### src/rtl/cpu_types_pkg.sv
// Shared CPU types: word type, fetch FSM states and the fetch hold-buffer payload.
package cpu_types_pkg;

    localparam int unsigned WORD_W = 32;

    typedef logic [WORD_W-1:0] word_t;

    typedef enum logic [1:0] {
        RUN    = 2'd0,
        HOLD   = 2'd1,
        HALTED = 2'd2
    } fetch_state_t;

    // Instruction and its PC+4, captured together when IF/ID cannot accept.
    typedef struct packed {
        word_t instr;
        word_t pc_add4;
    } hold_entry_t;

endpackage

### src/rtl/fetch_hold_buf.sv
// 64-bit capture register holding a fetched instruction and its PC+4 while the pipeline is stalled.
module fetch_hold_buf
    import cpu_types_pkg::*;
(
    input  logic        CLK,
    input  logic        RST,
    input  logic        load,
    input  logic        clear,
    input  hold_entry_t d,
    output hold_entry_t q
);

    always_ff @(posedge CLK) begin
        if (RST || clear) begin
            q <= '0;
        end else if (load) begin
            q <= d;
        end
    end

endmodule

### src/rtl/fetch_stage.sv
// Instruction-fetch stage: owns the PC, issues imem reads, applies redirects/stalls/halt.
// Build option: IF_HOLD_BUFFER_EN adds the HOLD state and a capture buffer for stalled fetches.
module fetch_stage
    import cpu_types_pkg::*;
#(
    parameter word_t PC_INIT = 32'h0000_0000
)
(
    input  logic  CLK,
    input  logic  RST,
    input  logic  ihit,
    input  word_t imemload,
    input  logic  dhit,
    input  logic  stall,
    input  logic  redirect,
    input  word_t redirect_pc,
    input  logic  halt,
    output logic  iREN,
    output word_t imemaddr,
    output word_t instruction,
    output word_t pc_add4,
    output logic  fetch_valid
);

    fetch_state_t state, state_nxt;
    word_t        pc, pc_nxt;
    word_t        pc_plus4;
    logic         kill;
    logic         advance;

`ifdef IF_HOLD_BUFFER_EN
    logic        buf_load;
    logic        buf_clr;
    hold_entry_t buf_d;
    hold_entry_t buf_q;

    fetch_hold_buf u_hold_buf (
        .CLK   (CLK),
        .RST   (RST),
        .load  (buf_load),
        .clear (buf_clr),
        .d     (buf_d),
        .q     (buf_q)
    );
`endif

    assign pc_plus4 = pc + 32'd4;
    // A redirect or halt squashes whatever is presented this cycle.
    assign kill     = halt | redirect;

    always_ff @(posedge CLK) begin
        if (RST) begin
            state <= RUN;
            pc    <= PC_INIT;
        end else begin
            state <= state_nxt;
            pc    <= pc_nxt;
        end
    end

    always_comb begin
        state_nxt   = state;
        pc_nxt      = pc;
        iREN        = 1'b0;
        imemaddr    = pc;
        instruction = '0;
        pc_add4     = pc_plus4;
        fetch_valid = 1'b0;
        advance     = 1'b0;
`ifdef IF_HOLD_BUFFER_EN
        buf_load    = 1'b0;
        buf_clr     = 1'b0;
        buf_d       = '{instr: imemload, pc_add4: pc_plus4};
`endif

        case (state)
            RUN: begin
                iREN        = 1'b1;
                fetch_valid = ihit & ~kill;
                instruction = fetch_valid ? imemload : '0;
            end
`ifdef IF_HOLD_BUFFER_EN
            HOLD: begin
                fetch_valid = ~kill;
                instruction = fetch_valid ? buf_q.instr : '0;
                pc_add4     = buf_q.pc_add4;
            end
`endif
            default: begin
            end
        endcase

        advance = fetch_valid & ~stall & ~dhit;

        // Priority: halt > redirect > advance/capture; HALTED is left only by reset.
        if (halt) begin
            state_nxt = HALTED;
        end else if (state != HALTED) begin
            if (redirect) begin
                pc_nxt    = redirect_pc;
                state_nxt = RUN;
`ifdef IF_HOLD_BUFFER_EN
                buf_clr   = 1'b1;
`endif
            end else if (advance) begin
                pc_nxt    = pc_plus4;
                state_nxt = RUN;
            end
`ifdef IF_HOLD_BUFFER_EN
            else if (state == RUN && ihit) begin
                buf_load  = 1'b1;
                state_nxt = HOLD;
            end
`endif
        end
    end

endmodule

### config.mk
export PLATFORM = sky130hd
export DESIGN_NAME = fetch_stage
export DESIGN_NICKNAME = d
export VERILOG_FILES = /design/src/rtl/cpu_types_pkg.sv /design/src/rtl/fetch_hold_buf.sv /design/src/rtl/fetch_stage.sv
export SDC_FILE = /design/constraint.sdc
export NUM_CORES = 1
export LEC_CHECK = 0
export BUFFER_PORTS_ARGS = -buffer_cell sky130_fd_sc_hd__buf_2
export CORE_MARGIN = 2
export CORE_UTILIZATION = 25
export DETAILED_ROUTE_END_ITERATION = 6
export HOLD_SLACK_MARGIN = 0.08
export SLEW_MARGIN = 20
export SYNTH_ARGS = -nofsm -noshare
export SYNTH_HDL_FRONTEND = slang
export SYNTH_SLANG_ARGS = --single-unit
export TNS_END_PERCENT = 10
### constraint.sdc
create_clock -name CLK -period 5.8 [get_ports CLK]
set_input_delay 0.87 -clock CLK [delete_from_list [all_inputs] [get_ports CLK]]
set_output_delay 0.87 -clock CLK [all_outputs]
set_load 0.01 [all_outputs]
# Yosys cells after proc, flatten, opt, wreduce, memory -nomap -nowiden
# Index checks and enable logic that the tools add are counted.
[totals] register_bits=34 inputBits=71 out_inout_bits=98 elab_cells=31
[op_classes] add_sub_neg=1 eq_ne=1 mux=10 bitwise=8 n_reduce_logical=8
[ops] operator="two-way mux 32 bit" count=4
[ops] operator="adder 32 x 3 -> 32 bit, second input constant" count=1
[ops] operator="two-way mux 2 bit" count=4
[ops] operator="inverter 1 bit" count=4
[ops] operator="AND reduction 2 bit" count=2
[ops] operator="nonzero test 2 bit" count=2
[ops] operator="AND 1 bit" count=3
[ops] operator="AND reduction 3 bit" count=1
[ops] operator="nonzero test 3 bit" count=1
[ops] operator="logical NOT 2 bit" count=1
[ops] operator="two-way mux 1 bit" count=2
[ops] operator="inequality test 2 bit, second input constant" count=1
[ops] operator="OR reduction 2 bit" count=1
[ops] operator="OR 1 bit" count=1

# Longest topological paths before layout
# Gate-level depths: netlist (run 1).
[logic_depth] depth_word=10 depth_mapped=8 depth_no_buf=6

# Least setup slack after synthesis (run 1)
# Ideal clock, no wire load.
[synth_timing] kind="reg-to-output" start="reg pc[2] (netlist: imemaddr[2])" end="out pc_add4[26]" arrival_ns=2.086 required_ns=4.930 slack_ns=2.844 stages_incl_launch_ff=7 path_buffers=1 cell_sequence="dfxtp_1 -> ha_1 -> clkbuf_1 -> nand4_1 -> nor4_1 -> nand4_1 -> xnor2_1"
[synth_via] elab_chain_cells=1
[synth_rtl] item="start, declared" line="fetch_stage.sv:26" rtl="word_t pc, pc_nxt;"
[synth_rtl] item="start signal, assigned" line="fetch_stage.sv:57" rtl="pc <= pc_nxt;"
[synth_rtl] item="adder 32 x 3 -> 32 bit" line="fetch_stage.sv:47" rtl="assign pc_plus4 = pc + 32'd4;"
[synth_rtl] item="end, declared" line="fetch_stage.sv:21" rtl="output word_t pc_add4,"
# No other way between the ends.

# Worst setup path in the final report (run 1)
[layout_timing] start="reg pc[4] (netlist: imemaddr[4])" end="out pc_add4[21]"
# Same word-level chain as after synthesis.

==> results of run 1 <==
## registers in the layout, summed over array words and instances, names as in the netlist
| signal | count |
|---|---|
| imemaddr | 32 |
| state | 1 |
## synthesized netlist by cell type (3+ instances only)
library cell and number:
nor2_1 26, nand2_1 41, buf_4 5, nand2b_1 4, a21oi_1 19, nor2b_1 4, and2_1 35, nor3_1 12
o21ai_0 17, xor2_1 15, nand4_1 11, clkbuf_1 22, or3_1 5, buf_6 4, nor3b_1 3, o41ai_1 5
a32o_1 8, nor4_1 4, and3_1 5, o31ai_1 5, a31oi_1 9, mux2i_1 4, dfxtp_1 33, inv_1 5
a22o_1 4, nand3_1 19, and4_1 5, xnor2_1 13
## metrics by stage
stage                     total power, mW   util  hold slack [ns]
final                               0.576  0.344            0.477
after global routing                0.613  0.344            0.518
after CTS                           0.584  0.344            0.482
after detailed placement            0.408  0.336            0.464
after global placement              0.406  0.336            0.455
after floorplan                     0.341      -            0.493
## area by class of cell
type	instances	share of cell area
Sequential cell	33	0.177
Tap cell	140	0.0470
Multi-Input combinational cell	303	0.513
Clock buffer	6	0.0195
Inverter	5	0.00503
Timing Repair Buffer	173	0.235
Clock inverter	2	0.00268
## power by group through the flow
stage | clock (mW) | combinational, mW | sequential, mW
2_1_floorplan | 0 | 0.0788 | 0.262
3_3_place_gp | 0 | 0.143 | 0.263
3_5_place_dp | 0 | 0.144 | 0.264
4_1_cts | 0.181 | 0.144 | 0.259
5_1_grt | 0.191 | 0.159 | 0.262
6_report | 0.174 | 0.143 | 0.259
## worst max-delay path, stage by stage (launching register included)
cell	delay (ns)
dfxtp_1	0.54
and4_1	0.33
nand2_1	0.22
nor3_1	0.69
nand3_1	0.22
xnor2_1	0.17
buf_2	0.14
## logic make-up (layout without fill, tap and decap cells)
family / Yosys count / in the layout / share of synthesized area
xor gates and xnor gates: 28 / 28 / 0.0886
and+or+nand+nor: 188 / 188 / 0.373
DFF: 33 / 33 / 0.239
buffers and inverters: 40 / 186 / 0.0732
muxes: 6 / 6 / 0.0226
adders and majority gates: 1 / 1 / 0.00452
AOI/OAI and AO/OA: 80 / 80 / 0.199
## layout by cell type (no fill, tap or decap), drive strengths merged, types with 3 or more instances in the layout
cell,count
nand2,42
a22o,4
buf,173
and3,8
nand2b,4
clkbuf,6
o41ai,5
or3,5
nand4,11
xnor2,13
nor3,12
inv,5
xor2,15
and4,6
nor3b,3
nor4,4
nand3,20
nor2b,4
and2,35
o21ai,17
dfxtp,33
a21oi,19
a31oi,9
o31ai,5
nor2,26
a32o,8
mux2i,4
## layer usage
layer  routed length, microns  GRT usage  up-vias
met5                        0          0        -
met4                      104     0.0325        0
met3                      773     0.0329       11
met2                     4890      0.254      141
met1                     4630      0.247     1597
li1                         -          -     1636
## final timing paths
path	startpoint	endpoint	slack (ns)	cells past startpoint
worst max-delay path	imemaddr[4]$_SDFFE_PP0P_	pc_add4[21]	2.32	6
worst min-delay path	imemaddr[1]$_SDFFE_PP0P_	imemaddr[1]$_SDFFE_PP0P_	0.48	2
worst max register to register	imemaddr[19]$_SDFFE_PP0P_	imemaddr[31]$_SDFFE_PP0P_	3.19	5
worst min register to register	imemaddr[1]$_SDFFE_PP0P_	imemaddr[1]$_SDFFE_PP0P_	0.48	2
==> impl_metrics.yaml, run 1 <==
global_route:
  grt_pass1_wl_microns: 15900
  antenna_found_initial: 0
  grt_max_degree: 68
  grt_usage: 0.168
  grt_overflow: 0
  grt_pass1_vias: 2985
route:
  detail_route.iter0.violations: 192
  wl_per_cell_microns: 15.7
  firstDrtPassIters: 5
  routed_via_density: 5.11
  routed_wl_microns: 10400
  vias: 3385
  postRouteAntennaNets: 0
  drc: 0
clock_network:
  cts_tree: "done"
  clkSinkCount: 33
  htree_num_levels: 2
  clkTransAtPathRegs_ns: 0.07
  cts_buffers: 5
  cts_resized: 0
  clk_latency_ns: 0.29
  ctsHoldBuffers: 0
  clock_path_buffers: 2
  clock_tree.root_cell: "clkbuf_8"
  post_cts_buffers: 0
pwr:
  p_leak_nw: 1.78
  swShare: 0.330
  clkPwrFrac: 0.302
  power_density_nw_per_um2: 154
  switchingPower_mw: 0.190
  p_int_mw: 0.386
  pwr-share-seq: 0.450
  p_comb_frac: 0.248
  peakVddDrop_mv: 0.0770
yosys:
  synthTopCellsByArea: "dfxtp_1 24%, and2_1 7.9%, nand2_1 5.6%"
  synth_top_cell_by_area: "dfxtp_1"
  synth_area_per_cell_sq_um: 7.36
  synthCells: 376
  synth_edf_count: 0
  yosysSeqAreaShare: 0.239
  syn_area_sq_um: 2770
  synth_ff_type: "dfxtp_1"
  synth_cell_types: 55
  synthArstFlopShare: 0
  synth-seq-cells: 33
  synth_fp_nets: 448
  synth.top_cell.area_share: 0.239
  yosys_warnings: 0
timing:
  period_share: 0.600
  min_period_ns: 3.48
  fin_ws_ns: 2.32
  rsz0062_at_grt: "no"
  skew_ns: 0.00702
  slew-limit-headroom: 0.413
  setup_violations: 0
  fmax_mhz: 288
  maxSlewViolCount: 0
  setup_tns_ns: 0
  tightest_slew_ns: 0.880
  hold_viol: 0
placed_design:
  hpwl_microns: 7850
  globalplace.congestion: 0.864
  placed_cell_area_sq_um: 3650
  dp.cells: 654
  portBuffers: 168
  dp_slack_ns: 2.69
finish:
  syn2layout_area_growth_pct: 34.8
  multi_input_area_sq_um: 1910
  nets: 593
  fin_cells: 662
  fillers: 1178
  layout-drive-gt1-share: 0.375
  antennaDiodeCount: 0
  seq_area_sq_um: 661
  fin_area_sq_um: 3730
critical_path:
  crit_type: "reg -> out"
  crit_path_end_kind: "primary output"
  required_ns: 4.93
  worstSetupStartpointType: "flip-flop"
  crit_fanout: 12
  cp.arrival_ns: 2.61
floorplanning:
  num_rows: 38
  fp.dieH_microns: 109
  die-area_sq_um: 11900
  initial_core_util: 0.255
  die_x_microns: 109
  num_io_pins: 169
  core_sq_um: 10800
flow_run:
  max-cap-violations: 0
outcome:
  status: "completed"
min_path:
  hold_class: "reg -> reg"
Power figures use the tool's default switching activity.
==> run 2: changes to the inputs <==
==> constraint.sdc (replaced) <==
create_clock -name CLK -period 3.4 [get_ports CLK]
set_input_delay 0.51 -clock CLK [delete_from_list [all_inputs] [get_ports CLK]]
set_output_delay 0.51 -clock CLK [all_outputs]
set_load 0.01 [all_outputs]
==> impl_metrics.yaml, run 2 (same netlist as run 1, synthesis figures left out) <==
route:
  routed_via_density: 4.94
  postRouteAntennaNets: 0
  wl_per_cell_microns: 15.3
  drc: 0
  routed-wl-met2_microns: 4770
  vias: 3288
  met3_wirelength_microns: 581
  routed_wl_microns: 10200
  detail_route.iter0.violations: 176
  met1_length_microns: 4820
  top_layer_used: "met4"
  firstDrtPassIters: 4
clock_network:
  post_cts_buffers: 0
  clock_path_buffers: 2
  clkTransAtPathRegs_ns: 0.07
  clk_latency_ns: 0.28
  htree_num_levels: 2
  cts_tree: "done"
  ctsHoldBuffers: 0
  clkSinkCount: 33
  cts_resized: 0
  cts_buffers: 5
  clock_tree.root_cell: "clkbuf_8"
finish:
  seq_area_sq_um: 661
  nets: 598
  layout-drive-gt1-share: 0.380
  antennaDiodeCount: 0
  syn2layout_area_growth_pct: 36.3
  final_common_cell: "buf_2"
  fin_cells: 666
  fin_area_sq_um: 3770
  multi_input_area_sq_um: 1910
  mostFrequentLayoutCells: "168 x buf_2, 41 x nand2_1, 35 x and2_1, 33 x dfxtp_1, 26 x nor2_1"
  largest_register_ffs: 32
  fillers: 1190
global_route:
  grt_pass1_vias: 2856
  grt_usage: 0.161
  grt_overflow: 0
  antenna_found_initial: 0
  grt_max_degree: 50
  grt_pass1_wl_microns: 15300
timing:
  tightest_slew_ns: 0.772
  period_share: 0.896
  maxSlewViolCount: 0
  min_period_ns: 3.05
  rsz0062_at_grt: "no"
  fin_ws_ns: 0.353
  hold_viol: 0
  setup_tns_ns: 0
  slew-limit-headroom: 0.485
  setup_violations: 0
  fmax_mhz: 328
  skew_ns: 0.00518
min_path:
  min_from: "imemaddr[0]$_SDFFE_PP0P_"
  holdPathEnd: "imemaddr[0]$_SDFFE_PP0P_"
  hold_class: "reg -> reg"
  hold_path_depth: 2
critical_path:
  cp.arrival_ns: 2.54
  regToRegSetupSlack_ns: 0.84
  crit_path_end_kind: "primary output"
  reg2reg_depth: 5
  crit_type: "reg -> out"
  r2r-end: "imemaddr[31]$_SDFFE_PP0P_"
  worstSetupStartpointType: "flip-flop"
  crit_fanout: 10
  r2r-start: "imemaddr[19]$_SDFFE_PP0P_"
  required_ns: 2.89
pwr:
  peakVddDrop_mv: 0.157
  p_leak_nw: 1.80
  power_density_nw_per_um2: 265
placed_design:
  dp.cells: 659
  globalplace.congestion: 0.817
  dp_slack_ns: 0.653
  hpwl_microns: 7680
  portBuffers: 168
  placed_cell_area_sq_um: 3680
flow_run:
  max-cap-violations: 0
floorplanning:
  core_sq_um: 10800
  die-area_sq_um: 11900
  fp.dieH_microns: 109
  initial_core_util: 0.255
  die_x_microns: 109
  num_io_pins: 169
  num_rows: 38
outcome:
  status: "completed"
[run 2: cell count changes in the layout (fill, tap and decap cells not counted), sizes merged]
| cell | previous run | this run |
|---|---|---|
| buf | 173 | 178 |
| clkbuf | 6 | 7 |
| clkinv | 2 | 0 |
[run 2: area by class of cell]
type | count | area share
Timing Repair Buffer | 178 | 0.243
Sequential cell | 33 | 0.175
Clock buffer | 7 | 0.0229
Multi-Input combinational cell | 303 | 0.508
Inverter | 5 | 0.00498
Tap cell | 140 | 0.0464
[run 2: stage by stage]
step | total power, mW | hold WS, ns | util
CTS | 1.01 | 0.482 | 0.348
detailed placement | 0.697 | 0.476 | 0.340
finish | 1.00 | 0.481 | 0.348
global placement | 0.694 | 0.453 | 0.340
global route | 1.06 | 0.495 | 0.348
floorplan | 0.581 | 0.493 | -
[run 2: routing by layer]
| layer | global-route usage | vias to the layer above |
|---|---|---|
| li1 | - | 1648 |
| met1 | 0.233 | 1540 |
| met2 | 0.253 | 96 |
| met3 | 0.0299 | 4 |
| met4 | 0.0235 | 0 |
| met5 | 0 | - |
[run 2: how the worst max path moves through the flow]
| stage | from | end | slack (ns) | cells after the start |
|---|---|---|---|---|
| 2_1_floorplan | imemaddr[2]$_SDFFE_PP0P_ | pc_add4[26] | 0.80 | 6 |
| 3_3_place_gp | imemaddr[19]$_SDFFE_PP0P_ | pc_add4[30] | 0.72 | 6 |
| 3_5_place_dp | imemaddr[19]$_SDFFE_PP0P_ | pc_add4[31] | 0.65 | 6 |
| 4_1_cts | imemaddr[19]$_SDFFE_PP0P_ | pc_add4[31] | 0.33 | 6 |
| 5_1_grt | imemaddr[19]$_SDFFE_PP0P_ | pc_add4[31] | 0.17 | 6 |
| 6_report | imemaddr[19]$_SDFFE_PP0P_ | pc_add4[30] | 0.35 | 6 |
[run 2: worst max-delay path: stages, from the launching register on]
cell	delay [ns]
dfxtp_1	0.51
and4_1	0.49
nand3_4	0.11
or4_1	0.65
nor2_1	0.18
xor2_1	0.16
buf_2	0.15
[run 2: report_power, final]
group          switching, mW  internal [mW]
combinational          0.132          0.114
sequential            0.0357          0.406
clock                  0.152          0.161
